<file path="config.mk">
export PLATFORM = sky130hd
export DESIGN_NAME = bullet_hit_judge
export DESIGN_NICKNAME = d
export VERILOG_FILES = /design/src/rtl/game_pkg.sv /design/src/rtl/box_overlap.sv /design/src/rtl/bullet_hit_judge.sv
export SDC_FILE = /design/constraint.sdc
export NUM_CORES = 1
export LEC_CHECK = 0
export BUFFER_PORTS_ARGS = -buffer_cell sky130_fd_sc_hd__buf_4
export CAP_MARGIN = 20
export CORE_UTILIZATION = 24
export CTS_CLUSTER_SIZE = 30
export DETAILED_ROUTE_END_ITERATION = 12
export SYNTH_ARGS = -nofsm -noshare
export SYNTH_HDL_FRONTEND = slang
export SYNTH_SLANG_ARGS = --single-unit
</file>
<file path="constraint.sdc">
create_clock -name clk -period 4.1 [get_ports clk]
set_input_delay 0.82 -clock clk [delete_from_list [all_inputs] [get_ports clk]]
set_output_delay 0.82 -clock clk [all_outputs]
set_load 0.005 [all_outputs]
</file>
<file path="src/rtl/game_pkg.sv">
// Shared screen/sprite constants and enemy state encoding for the gameplay logic.
package game_pkg;

  localparam int COORD_W = 12;
  localparam int X_W     = 11;
  localparam int Y_W     = 10;
  localparam int HP_W    = 4;

  localparam int DEF_BULLET_W = 16;
  localparam int DEF_BULLET_H = 8;
  localparam int DEF_ENEMY_W  = 64;
  localparam int DEF_ENEMY_H  = 96;

  typedef enum logic [1:0] {
    IDLE   = 2'd0,
    VULN   = 2'd1,
    INVULN = 2'd2,
    DEAD   = 2'd3
  } enemy_state_e;

endpackage

</file>
<file path="src/rtl/box_overlap.sv">
// Combinational axis-aligned box overlap; edges that only touch do not count.
module box_overlap
  import game_pkg::*;
#(
  parameter int A_W = DEF_BULLET_W,
  parameter int A_H = DEF_BULLET_H,
  parameter int B_W = DEF_ENEMY_W,
  parameter int B_H = DEF_ENEMY_H
) (
  input  logic [X_W-1:0] x_a,
  input  logic [Y_W-1:0] y_a,
  input  logic [X_W-1:0] x_b,
  input  logic [Y_W-1:0] y_b,
  output logic           overlap
);

  // One extra bit of headroom keeps coordinate + size from wrapping.
  logic [COORD_W-1:0] xa, ya, xb, yb;

  assign xa = COORD_W'(x_a);
  assign ya = COORD_W'(y_a);
  assign xb = COORD_W'(x_b);
  assign yb = COORD_W'(y_b);

  assign overlap = (xa < xb + COORD_W'(B_W)) &&
                   (xb < xa + COORD_W'(A_W)) &&
                   (ya < yb + COORD_W'(B_H)) &&
                   (yb < ya + COORD_W'(A_H));

endmodule

</file>
<file path="src/rtl/bullet_hit_judge.sv">
// Judges bullet/enemy hits, tracks enemy HP and runs the invulnerability/death FSM.
//   state  | meaning
//   IDLE   | before the first round; no judging
//   VULN   | enemy can be hit or block
//   INVULN | post-hit grace window, timer running
//   DEAD   | HP exhausted, waits for restart
module bullet_hit_judge
  import game_pkg::*;
#(
  parameter int BULLET_W   = DEF_BULLET_W,
  parameter int BULLET_H   = DEF_BULLET_H,
  parameter int ENEMY_W    = DEF_ENEMY_W,
  parameter int ENEMY_H    = DEF_ENEMY_H,
  parameter int HP_MAX     = 10,
  parameter int DMG        = 1,
  parameter int INVULN_CYC = 25_000_000
) (
  input  logic            clk,
  input  logic            rst_n,
  input  logic            active,
  input  logic            restart,
  input  logic [X_W-1:0]  xBullet,
  input  logic [Y_W-1:0]  yBullet,
  input  logic            isEBullet,
  input  logic [X_W-1:0]  xEnemy,
  input  logic [Y_W-1:0]  yEnemy,
  input  logic            enemyDefend,
  output logic            hitPulse,
  output logic            blockPulse,
  output logic [HP_W-1:0] hp,
  output logic            invuln,
  output logic            dead
);

  localparam int                TMR_W    = $clog2(INVULN_CYC);
  localparam logic [TMR_W-1:0]  TMR_LOAD = TMR_W'(INVULN_CYC - 1);
  localparam logic [HP_W-1:0]   HP_INIT  = HP_W'(HP_MAX);

  enemy_state_e      state, state_nxt;
  logic [HP_W-1:0]   hp_r, hp_nxt, hp_dmg;
  logic [TMR_W-1:0]  timer, timer_nxt;
  logic              armed, armed_nxt;
  logic              ovl_r, overlap;
  logic              hit_r, hit_nxt;
  logic              block_r, block_nxt;
  logic              judge;

  box_overlap #(
    .A_W (BULLET_W),
    .A_H (BULLET_H),
    .B_W (ENEMY_W),
    .B_H (ENEMY_H)
  ) u_overlap (
    .x_a     (xBullet),
    .y_a     (yBullet),
    .x_b     (xEnemy),
    .y_b     (yEnemy),
    .overlap (overlap)
  );

  assign judge  = ovl_r & armed & active;
  assign hp_dmg = (int'(hp_r) > DMG) ? hp_r - HP_W'(DMG) : '0;

  always_ff @(posedge clk or negedge rst_n) begin
    if (!rst_n) begin
      state   <= IDLE;
      hp_r    <= HP_INIT;
      timer   <= '0;
      armed   <= 1'b1;
      ovl_r   <= 1'b0;
      hit_r   <= 1'b0;
      block_r <= 1'b0;
    end else begin
      state   <= state_nxt;
      hp_r    <= hp_nxt;
      timer   <= timer_nxt;
      armed   <= armed_nxt;
      ovl_r   <= overlap & isEBullet;
      hit_r   <= hit_nxt;
      block_r <= block_nxt;
    end
  end

  always_comb begin
    state_nxt = state;
    hp_nxt    = hp_r;
    timer_nxt = timer;
    hit_nxt   = 1'b0;
    block_nxt = 1'b0;

    if (restart) begin
      state_nxt = VULN;
      hp_nxt    = HP_INIT;
      timer_nxt = '0;
    end else begin
      case (state)
        VULN: begin
          if (judge) begin
            if (enemyDefend) begin
              block_nxt = 1'b1;
            end else begin
              hit_nxt = 1'b1;
              hp_nxt  = hp_dmg;
              if (hp_dmg == '0) begin
                state_nxt = DEAD;
              end else begin
                state_nxt = INVULN;
                timer_nxt = TMR_LOAD;
              end
            end
          end
        end
        INVULN: begin
          if (active) begin
            if (timer == '0) state_nxt = VULN;
            else             timer_nxt = timer - 1'b1;
          end
        end
        default: ;
      endcase
    end
  end

  // A new flight (bullet gone) re-arms; any overlap seen while judging disarms.
  always_comb begin
    armed_nxt = armed;
    if (restart || !isEBullet)
      armed_nxt = 1'b1;
    else if (ovl_r && active && (state == VULN || state == INVULN))
      armed_nxt = 1'b0;
  end

  assign hitPulse   = hit_r;
  assign blockPulse = block_r;
  assign hp         = hp_r;
  assign invuln     = (state == INVULN);
  assign dead       = (state == DEAD);

endmodule

</file>
==> impl_metrics.tcl <==
set metrics [dict create \
    h-tree-depth 2 \
    ys_warn_count 0 \
    tightest_slew_ns 0.882 \
    fin_setup_tns_ns 0 \
    hold_viol 0 \
    drv_slew 0 \
    die_area_um2 14700 \
    dr.pass1.iters 4 \
    p_leak_nw 1.84 \
    clk_pin_slew_ns 0.05 \
    worstPathRequired_ns 4.26 \
    clock_skew_ns 0.00262 \
    die-width_um 121 \
    p_int_mw 0.748 \
    critPathKind "in2reg" \
    synth_ff_type "dfrtp_1" \
    startpoint_type "primary input" \
    critPathBufInv 1 \
    crit_arrival_ns 2.99 \
    relSlewSlack_pct 41.2 \
    syn_inst 410 \
    synth_nets 506 \
    powerDensity_nw_per_um2 253 \
    max_stage_delay_ns 0.38 \
    most-common-layout-cells "buf_4, ha_1, nand2_1" \
    cts_resized 0 \
    rsz0062_at_grt "no" \
    layout.cells.non_filler 644 \
    syn2layout_area_growth_pct 22.3 \
    grt_pass1_wl_um 15200 \
    vias 3335 \
    fmax_mhz 353 \
    cts_buffers 5 \
    worst-r2r-setup-slack_ns 1.35 \
    nets 559 \
    r2r_end "timer[20]" \
    grt_pass1_vias 3263 \
    wl_per_cell_um 13.9 \
    cts_setup_buffers 0 \
    crit_chain "buf_4 > ha_1 > and3_1 > xnor2_1 > ha_1 > a2111oi_0 > o21ai_0 > a21oi_1 > o2bb2ai_1 > nor4_1" \
    antenna_found_initial 0 \
    yosys_register_bits 35 \
    r2r-start "state[0]" \
    status "completed" \
    fin_crit_ns 2.84 \
    clk_path_buf_depth 2 \
    critPathMostFrequentCell "ha_1" \
    ff2ff_path_depth 8 \
    fillers 1472 \
    hold_path.class "in2async" \
    endpoint_kind "flop" \
    sw_frac_of_total_pct 29.2 \
    async_flop_share_pct 100 \
    cp_top_family "compound AO/OA/AOI/OAI gates" \
    dp_hpwl_um 6860 \
    setup_viol 0 \
    switchingPower_mw 0.308 \
    route.detailed.drc 0 \
    postSynthAreaPerCell_um2 8.33 \
    antenna_cells 0 \
    cts-root-buf "clkbuf_16" \
    crit_fanout 5 \
    drive_gt1_share_pct 16.8 \
    syn-cell-area_um2 3420 \
    synthDistinctLibCells 65 \
    io_buffers 55 \
    die_h_um 121 \
    grt_start_max_net_pins 36 \
    num_rows 43 \
    ir_drop_mv 0.145 \
    initial_core_util_pct 24.6 \
    period_share_pct 69.2 \
    ant_nets 0 \
    comb_power_share_pct 25.6 \
    overflow 0 \
    track_usage_pct 12.5 \
    numPlacedInstances 635 \
    seq_area_frac_synth_pct 25.7 \
    layout_commonest_cell "buf_4" \
    drt-initial-drc-count 162 \
    cts_hold_buf 0 \
    clock_sinks 35 \
    cap_violations 0 \
    core_um2 13900 \
    pwr-share-clk_pct 37.9 \
    routabilityCongestion 0.825 \
    viasPerCell 5.18 \
    insertion_delay_ns 0.28 \
    worst_path_max_delay_cell "a2111oi_0" \
    cts_tree "built" \
    top_level_ports 56 \
    seq_power_share_pct 36.4 \
    routed_wirelength_um 8920 \
    synth_edf_count 0 \
]
[registers in the layout, indices dropped and copies added, names as in the netlist]
register and cells:
hitPulse 1, ovl_r 1, state 2, hp 4, armed 1, blockPulse 1, timer 25
[routing by layer]
layer | vias to the layer above | part of all wire, % | global-route usage, %
met4 | 0 | 0.68 | 2.47
met2 | 96 | 50 | 22.3
met3 | 9 | 5.1 | 2.54
met1 | 1592 | 44 | 15.4
li1 | 1638 | - | -
met5 | - | 0 | 0
[worst reg2reg max path: cells and delay by family (launching register included)]
kind	cells	cell delay, ns
buffers and inverters	2	0.39
AO/OA/AOI/OAI	2	0.59
adder cells (fa/ha/maj)	1	0.15
AND/OR/NAND/NOR	3	1.11
flip-flops	1	0.42
[per-stage QoR]
stage          setup slack (ns)  utilization (%)  total power [mW]  cell area, um^2  hold slack, ns
2_1_floorplan              1.50                -             0.552             3420           0.482
3_3_place_gp               1.13             28.9             0.651             4010           0.513
3_5_place_dp              0.973             28.9             0.660             4010           0.517
6_report                   1.26             30.1              1.06             4180           0.487
5_1_grt                    1.11             30.1              1.12             4180           0.527
4_1_cts                    1.26             30.0              1.06             4170           0.512
[synthesized netlist by cell type, types with 3 or more instances]
cell type  count  area share [%]
a31oi_1        4            0.73
nand3_1       18             2.6
dfrtp_1       32              23
o211ai_1       4            0.88
nand2_1       35             3.8
or2_2          3            0.55
a211oi_1       7             1.5
xor2_1        10             2.6
nor2b_1        7             1.3
inv_1         33             3.6
xnor2_1        6             1.5
or4_1         10             2.2
o31ai_1        5             1.1
nor3_1         8             1.2
buf_2          3            0.44
or3_1          6             1.1
dfstp_2        3             2.3
nand4_1        7             1.3
nor2_1        19             2.1
and3_1         7             1.3
o311ai_0       4             1.0
nand2b_1       6             1.1
and2_1         4            0.73
clkbuf_1       5            0.55
o21ai_0       24             3.5
nor4_1         8             1.5
a21oi_1       30             4.4
ha_1          48              18
o41ai_1        3            0.77
[power groups by stage]
stage | combinational (mW) | sequential (mW) | clock, mW
finish | 0.270 | 0.385 | 0.400
floorplan | 0.168 | 0.384 | 0
CTS | 0.272 | 0.384 | 0.408
global placement | 0.262 | 0.389 | 0
detailed placement | 0.271 | 0.390 | 0
global route | 0.309 | 0.388 | 0.423
[kinds of logic after synthesis]
kind of cell,count (synthesis),synth area share (%)
and+or+nand+nor,154,25.2
AOI/OAI and AO/OA,111,21.8
adders and majority gates,48,17.6
buffers and inverters,45,5.27
DFF,35,25.7
xor gates and xnor gates,16,4.10
muxes,1,0.293
[how the worst max path moves through the flow]
| stage | start | endpoint | slack [ns] | depth (start not counted) |
|---|---|---|---|---|
| global placement | yBullet[3] | ovl_r | 1.13 | 10 |
| global route | yBullet[3] | ovl_r | 1.11 | 10 |
| floorplan | yBullet[3] | ovl_r | 1.50 | 9 |
| CTS | yBullet[3] | ovl_r | 1.26 | 10 |
| detailed placement | yBullet[3] | ovl_r | 0.97 | 10 |
| finish | yBullet[3] | ovl_r | 1.26 | 10 |
[final cells by class]
type                       count  area, um^2  area share [%]
multi-input combinational    330        2360            56.4
sequential                    35         880            21.1
clock buffer                   8         156            3.74
tap                          180         225            5.39
timing repair buffer          57         432            10.3
inverter                      34         128            3.05
Power figures use the tool's default switching activity.
